<file path="src/rtl/sound_seq_multi.sv">
// Multi-voice pattern sequencer: per-channel tone/noise dividers clocked by VGA line ticks,
// per-frame envelopes, and an x-positioned pulse-width output stage, OR-mixed into one bit.
module sound_seq_multi #(
    parameter int CHANNELS        = 2,
    parameter int STEPS           = 16,
    parameter int FRAMES_PER_STEP = 4,
    parameter int FREQ_W          = 8,
    parameter int ENV_W           = 5,
    parameter int ENV_DECAY       = 2,
    parameter int PWM_BASE        = 256,
    localparam int STEP_W         = (STEPS > 1) ? $clog2(STEPS) : 1,
    localparam int CH_W           = (CHANNELS > 1) ? $clog2(CHANNELS) : 1
) (
    input  logic                clk,
    input  logic                rst_n,
    input  logic [9:0]          x,
    input  logic [9:0]          y,
    input  logic                enable,
    input  logic [CHANNELS-1:0] ch_noise,
    input  logic                wr_en,
    input  logic [CH_W-1:0]     wr_ch,
    input  logic [STEP_W-1:0]   wr_step,
    input  logic [FREQ_W-1:0]   wr_data,
    output logic                sound,
    output logic [CHANNELS-1:0] sound_ch,
    output logic [STEP_W-1:0]   step,
    output logic                pattern_wrap
);

    localparam int FC_W  = (FRAMES_PER_STEP > 1) ? $clog2(FRAMES_PER_STEP) : 1;
    localparam int WIN_W = ENV_W + 12;
    localparam logic [FC_W-1:0]   FC_LAST   = FC_W'(FRAMES_PER_STEP - 1);
    localparam logic [STEP_W-1:0] STEP_LAST = STEP_W'(STEPS - 1);
    localparam logic [ENV_W-1:0]  ENV_MAX   = '1;
    localparam logic [ENV_W-1:0]  ENV_DEC   = ENV_W'(ENV_DECAY);
    localparam logic [WIN_W-1:0]  BASE_L    = WIN_W'(PWM_BASE);
    localparam logic [14:0]       LFSR_SEED = 15'h7FFF;

    logic [9:0]          x_prev_reg;
    logic [FC_W-1:0]     frame_cnt_reg;
    logic [STEP_W-1:0]   step_reg;
    logic                first_reg;
    logic                wrap_reg;
    logic                sound_reg;
    logic [CHANNELS-1:0] sound_ch_reg;
    logic [CHANNELS-1:0] sound_ch_next;

    logic                line_tick;
    logic                frame_tick;
    logic                step_adv;
    logic                boundary;
    logic [STEP_W-1:0]   next_step;
    logic [WIN_W-1:0]    x_ext;

    // Ticks are gated by enable so every counter downstream freezes with it.
    assign line_tick  = enable && (x == 10'd0) && (x_prev_reg != 10'd0);
    assign frame_tick = line_tick && (y == 10'd0);
    assign step_adv   = frame_tick && !first_reg && (frame_cnt_reg == FC_LAST);
    assign boundary   = frame_tick && (first_reg || (frame_cnt_reg == FC_LAST));
    assign next_step  = step_adv ? (step_reg + STEP_W'(1)) : step_reg;
    assign x_ext      = WIN_W'(x);

    always_ff @(posedge clk or negedge rst_n) begin
        if (!rst_n) begin
            x_prev_reg    <= '0;
            frame_cnt_reg <= '0;
            step_reg      <= '0;
            first_reg     <= 1'b1;
            wrap_reg      <= 1'b0;
        end else begin
            x_prev_reg <= x;
            wrap_reg   <= step_adv && (step_reg == STEP_LAST);
            if (frame_tick) begin
                first_reg     <= 1'b0;
                frame_cnt_reg <= (frame_cnt_reg == FC_LAST) ? '0 : frame_cnt_reg + FC_W'(1);
                step_reg      <= next_step;
            end
        end
    end

    genvar gi;
    generate
        for (gi = 0; gi < CHANNELS; gi++) begin : g_ch
            logic [FREQ_W-1:0] pat_reg [STEPS];
            logic [FREQ_W-1:0] note_reg;
            logic [FREQ_W-1:0] div_reg;
            logic [ENV_W-1:0]  env_reg;
            logic              wave_reg;
            logic [14:0]       lfsr_reg;
            logic              wr_sel;
            logic [FREQ_W-1:0] rd_note;
            logic              voice;
            logic [WIN_W-1:0]  win_hi;

            assign wr_sel  = wr_en && (wr_ch == CH_W'(gi));
            // Write-first bypass so a write landing on the boundary read is not lost.
            assign rd_note = (wr_sel && (wr_step == next_step)) ? wr_data : pat_reg[next_step];

            always_ff @(posedge clk or negedge rst_n) begin
                if (!rst_n) begin
                    for (int s = 0; s < STEPS; s++) begin
                        pat_reg[s] <= '0;
                    end
                end else if (wr_sel) begin
                    pat_reg[wr_step] <= wr_data;
                end
            end

            // Divider runs first on the old note; a coincident boundary then overrides it.
            always_ff @(posedge clk or negedge rst_n) begin
                if (!rst_n) begin
                    note_reg <= '0;
                    div_reg  <= '0;
                    env_reg  <= '0;
                    wave_reg <= 1'b0;
                    lfsr_reg <= LFSR_SEED;
                end else begin
                    if (line_tick && (note_reg != '0)) begin
                        if (div_reg >= note_reg) begin
                            div_reg <= '0;
                            if (ch_noise[gi]) begin
                                lfsr_reg <= {lfsr_reg[13:0], lfsr_reg[14] ^ lfsr_reg[13]};
                            end else begin
                                wave_reg <= ~wave_reg;
                            end
                        end else begin
                            div_reg <= div_reg + FREQ_W'(1);
                        end
                    end
                    if (boundary) begin
                        note_reg <= rd_note;
                        if (rd_note != '0) begin
                            env_reg  <= ENV_MAX;
                            div_reg  <= '0;
                            wave_reg <= 1'b1;
                        end else begin
                            env_reg  <= '0;
                            wave_reg <= 1'b0;
                        end
                    end else if (frame_tick) begin
                        env_reg <= (env_reg > ENV_DEC) ? (env_reg - ENV_DEC) : '0;
                    end
                end
            end

            // Pulse width tracks envelope: 8 pixels per envelope unit.
            assign voice  = ch_noise[gi] ? lfsr_reg[0] : wave_reg;
            assign win_hi = BASE_L + WIN_W'({env_reg, 3'b000});
            assign sound_ch_next[gi] = enable && voice && (x_ext >= BASE_L) && (x_ext < win_hi);
        end
    endgenerate

    always_ff @(posedge clk or negedge rst_n) begin
        if (!rst_n) begin
            sound_ch_reg <= '0;
            sound_reg    <= 1'b0;
        end else begin
            sound_ch_reg <= sound_ch_next;
            sound_reg    <= |sound_ch_next;
        end
    end

    assign sound        = sound_reg;
    assign sound_ch     = sound_ch_reg;
    assign step         = step_reg;
    assign pattern_wrap = wrap_reg;

endmodule
</file>
<file path="config.mk">
export PLATFORM = sky130hd
export DESIGN_NAME = sound_seq_multi
export DESIGN_NICKNAME = d
export VERILOG_FILES = /design/src/rtl/sound_seq_multi.sv
export SDC_FILE = /design/constraint.sdc
export NUM_CORES = 1
export LEC_CHECK = 0
export ABC_CLOCK_PERIOD_IN_PS = 7750
export CAP_MARGIN = 0
export CORE_AREA = 5 5 222 181
export DETAILED_ROUTE_END_ITERATION = 6
export DIE_AREA = 0 0 227 186
export PLACE_DENSITY = 0.67
export SLEW_MARGIN = 20
export SYNTH_ARGS = -nofsm -noshare
export SYNTH_HDL_FRONTEND = slang
export SYNTH_SLANG_ARGS = --single-unit
export TNS_END_PERCENT = 1
</file>
<file path="constraint.sdc">
create_clock -name clk -period 7.75 [get_ports clk]
set_clock_uncertainty 0.05 [all_clocks]
set_input_delay 0.775 -clock clk [delete_from_list [all_inputs] [get_ports clk]]
set_output_delay 0.775 -clock clk [all_outputs]
set_load 0.02 [all_outputs]
</file>
==> impl_metrics.env <==
export IMPL_status="completed"
export IMPL_grt_antenna_before_repair=0
export IMPL_grt_usage_pct=25.76
export IMPL_max_stage_delay_ps=910
export IMPL_antenna_left=0
export IMPL_drt_initial_drc_count=1551
export IMPL_ys_flop_type="dfrtp_1"
export IMPL_rr_worst_depth=13
export IMPL_ctsResizeCount=0
export IMPL_yosys_warnings=0
export IMPL_fmax_mhz=173.5
export IMPL_grt_pass1_wl_mm=83.50
export IMPL_ys_seq_elements=351
export IMPL_coreArea_sq_um=37720
export IMPL_grt_ovfl_total=0
export IMPL_crit_buf_inv=2
export IMPL_routabilityCongestion=0.9432
export IMPL_drc=0
export IMPL_drt_pass1_iterations=6
export IMPL_cts_tree="yes"
export IMPL_fp_dieArea_sq_um=42220
export IMPL_root_buffer="clkbuf_16"
export IMPL_fin_crit_ps=5765
export IMPL_rsz0062_at_grt="no"
export IMPL_finalNetCount=1724
export IMPL_yosys_area_top_type="dfrtp_1"
export IMPL_p_leak_uw=0.009226
export IMPL_grt_max_degree=155
export IMPL_n_antenna_cell=0
export IMPL_rr_endpoint="g_ch[0].div_reg[5]$_DFF_PN0_"
export IMPL_hold_ws_ps=102.9
export IMPL_hold_path_class="primary input to asynchronous set/reset pin"
export IMPL_postSynthAreaPerCell_sq_um=11.34
export IMPL_wl_per_cell_um=25.09
export IMPL_clock_latency_ps=530
export IMPL_holdBufCountCts=0
export IMPL_yosysTopAreaCellShare_pct=43.04
export IMPL_arrival_ps=6180
export IMPL_startpoint="y[1]"
export IMPL_cp_data_required_time_ps=8160
export IMPL_setup_ws_ps=1985
export IMPL_crit_path_end="g_ch[0].div_reg[5]$_DFF_PN0_"
export IMPL_final_area_sq_um=20820
export IMPL_period_share_pct=74.38
export IMPL_p_per_area_nw_per_um2=225.7
export IMPL_post_dp_hpwl_mm=35.98
export IMPL_yosysSeqAreaShare_pct=47.42
export IMPL_crit_family="simple AND/OR/NAND/NOR gates"
export IMPL_die_h_um=186
export IMPL_vias=13950
export IMPL_vias_per_cell=6.410
export IMPL_synthCells=1640
export IMPL_regToRegSetupSlack_ps=2270
export IMPL_fin_util_pct=55.21
export IMPL_synth_async_reset_ratio_pct=100.0
export IMPL_post_synth_num_cell_types=89
export IMPL_drv_cap=0
export IMPL_start_util_pct=49.33
export IMPL_syn2layout_area_growth_pct=11.93
export IMPL_routed_wl_mm=54.60
export IMPL_start_kind="primary input"
export IMPL_end_kind="flop"
export IMPL_dp_slack_ps=1660
export IMPL_ios=47
export IMPL_drive_gt1_share_pct=28.61
export IMPL_post_cts_setup_buffers=0
export IMPL_cts_made_buffers=37
export IMPL_row_count=64
export IMPL_yosysMostFrequentCell="dfrtp_1"
export IMPL_worst_setup_path_type="primary input to flop"
export IMPL_cts_sinks=351
export IMPL_fin_setup_tns_ps=0
export IMPL_slowest_stage="nor4_2"
export IMPL_drv_slew=0
export IMPL_cts_max_level=2
export IMPL_grt_pass1_vias=13510
export IMPL_post_dp_cell_area_sq_um=19570
export IMPL_synth_area_sq_um=18600
export IMPL_path_cells="clkdlybuf4s50_1 -> nor4_1 -> nand4_1 -> nor4_2 -> nor2_1 -> buf_4 -> mux4_1 -> a211oi_1 -> a31oi_1 -> a2111oi_2 -> a31o_2 -> o21ai_4 -> nor2_2"
export IMPL_tightest_slew_ps=1149
export IMPL_syn_num_nets=1709
export IMPL_portBuffers=46
export IMPL_clk_path_buf_depth=3
export IMPL_slew_headroom_pct=23.09
export IMPL_r2r_start="frame_cnt_reg[0]$_DFFE_PN0N_"
export IMPL_critPathMaxFanout=12
export IMPL_synth_edf_count=0
export IMPL_path_depth=13
export IMPL_largest_register_ff_count=256
export IMPL_setup_violations=0
export IMPL_peakVddDrop_v=0.0002923
export IMPL_die_w_um=227
export IMPL_clkTransAtPathRegs_ps=60
export IMPL_yosys_top_cells_area="dfrtp_1 (43%), mux2_2 (17%), dfstp_2 (4.4%)"
export IMPL_hold_viol=0
export IMPL_netlist_top_cells_count="dfrtp_1 (320), mux2_2 (287), nand2_1 (120), clkbuf_1 (81), nor2_1 (74)"
[placed cells by master, fill, tap and decap left out, drive strengths merged, types with 28 or more instances in the layout]
master         count
o21ai             69
nand2            120
mux2i             61
mux2             287
ha                30
clkdlybuf4s50     45
o22ai             31
clkbuf            53
dfstp             31
nor2              79
nor3              38
a21o              28
nand3             36
a21oi             44
dfrtp            320
inv               43
buf               40
nor4              31
[cell type report]
class	instances	area, sq um
Fill cell	3138	16890
Tap cell	495	619.3
Clock inverter	12	133.9
Inverter	44	165.2
Timing Repair Buffer	85	790.8
Clock buffer	53	1087
Sequential cell	351	8827
Multi-Input combinational cell	1136	9200
[kinds of logic (layout without fill, tap and decap cells)]
logic type / Yosys count / after routing / share of synthesized area [%]
xor gates and xnor gates: 21 / 21 / 1.211
adders and majority gates: 30 / 30 / 2.018
AOI/OAI and AO/OA: 306 / 306 / 11.55
buffers and inverters: 153 / 194 / 3.316
muxes: 367 / 367 / 22.97
and+or+nand+nor: 412 / 412 / 11.51
DFF: 351 / 351 / 47.42
[how the worst min path moves through the flow]
stage,to,slack [ps]
after floorplan,g_ch[0].pat_reg[115]$_DFFE_PN0P_,400
after global placement,frame_cnt_reg[1]$_DFFE_PN0N_,410
after detailed placement,g_ch[0].pat_reg[123]$_DFFE_PN0P_,420
after CTS,g_ch[1].pat_reg[27]$_DFFE_PN0P_,350
after global routing,g_ch[1].pat_reg[27]$_DFFE_PN0P_,120
final,g_ch[1].pat_reg[27]$_DFFE_PN0P_,100
[worst register-to-register path, delay by kind of cell (launching register included)]
family | cells | cell delay, ps
fa+ha+maj | 1 | 300
flops | 1 | 370
buf+inv | 1 | 240
compound gates | 5 | 1720
simple gates | 5 | 2270
mux | 1 | 480
[power breakdown]
part | total, uW | switching [uW] | leakage, uW | internal (uW)
sequential | 2280 | 180 | 0.00440 | 2100
clock | 1810 | 739 | 0.000609 | 1070
combinational | 607 | 274 | 0.00422 | 333
[per-stage QoR]
stage                     power, uW  cells
after floorplan                2669   1640
after detailed placement       2901   2110
final                          4699   2176
after global placement         2870   2110
after CTS                      4719   2175
after global routing           4880   2176
[routing by layer]
metal	GRT usage, %	part of all wire [%]	up-vias	wire [um]
met1	38.91	45	7087	24550
met2	36.92	42	655	23160
li1	-	-	6101	-
met5	0	0	-	0
met3	6.512	9.9	105	5402
met4	7.198	2.7	0	1492
(Power assumes the default switching activity.)
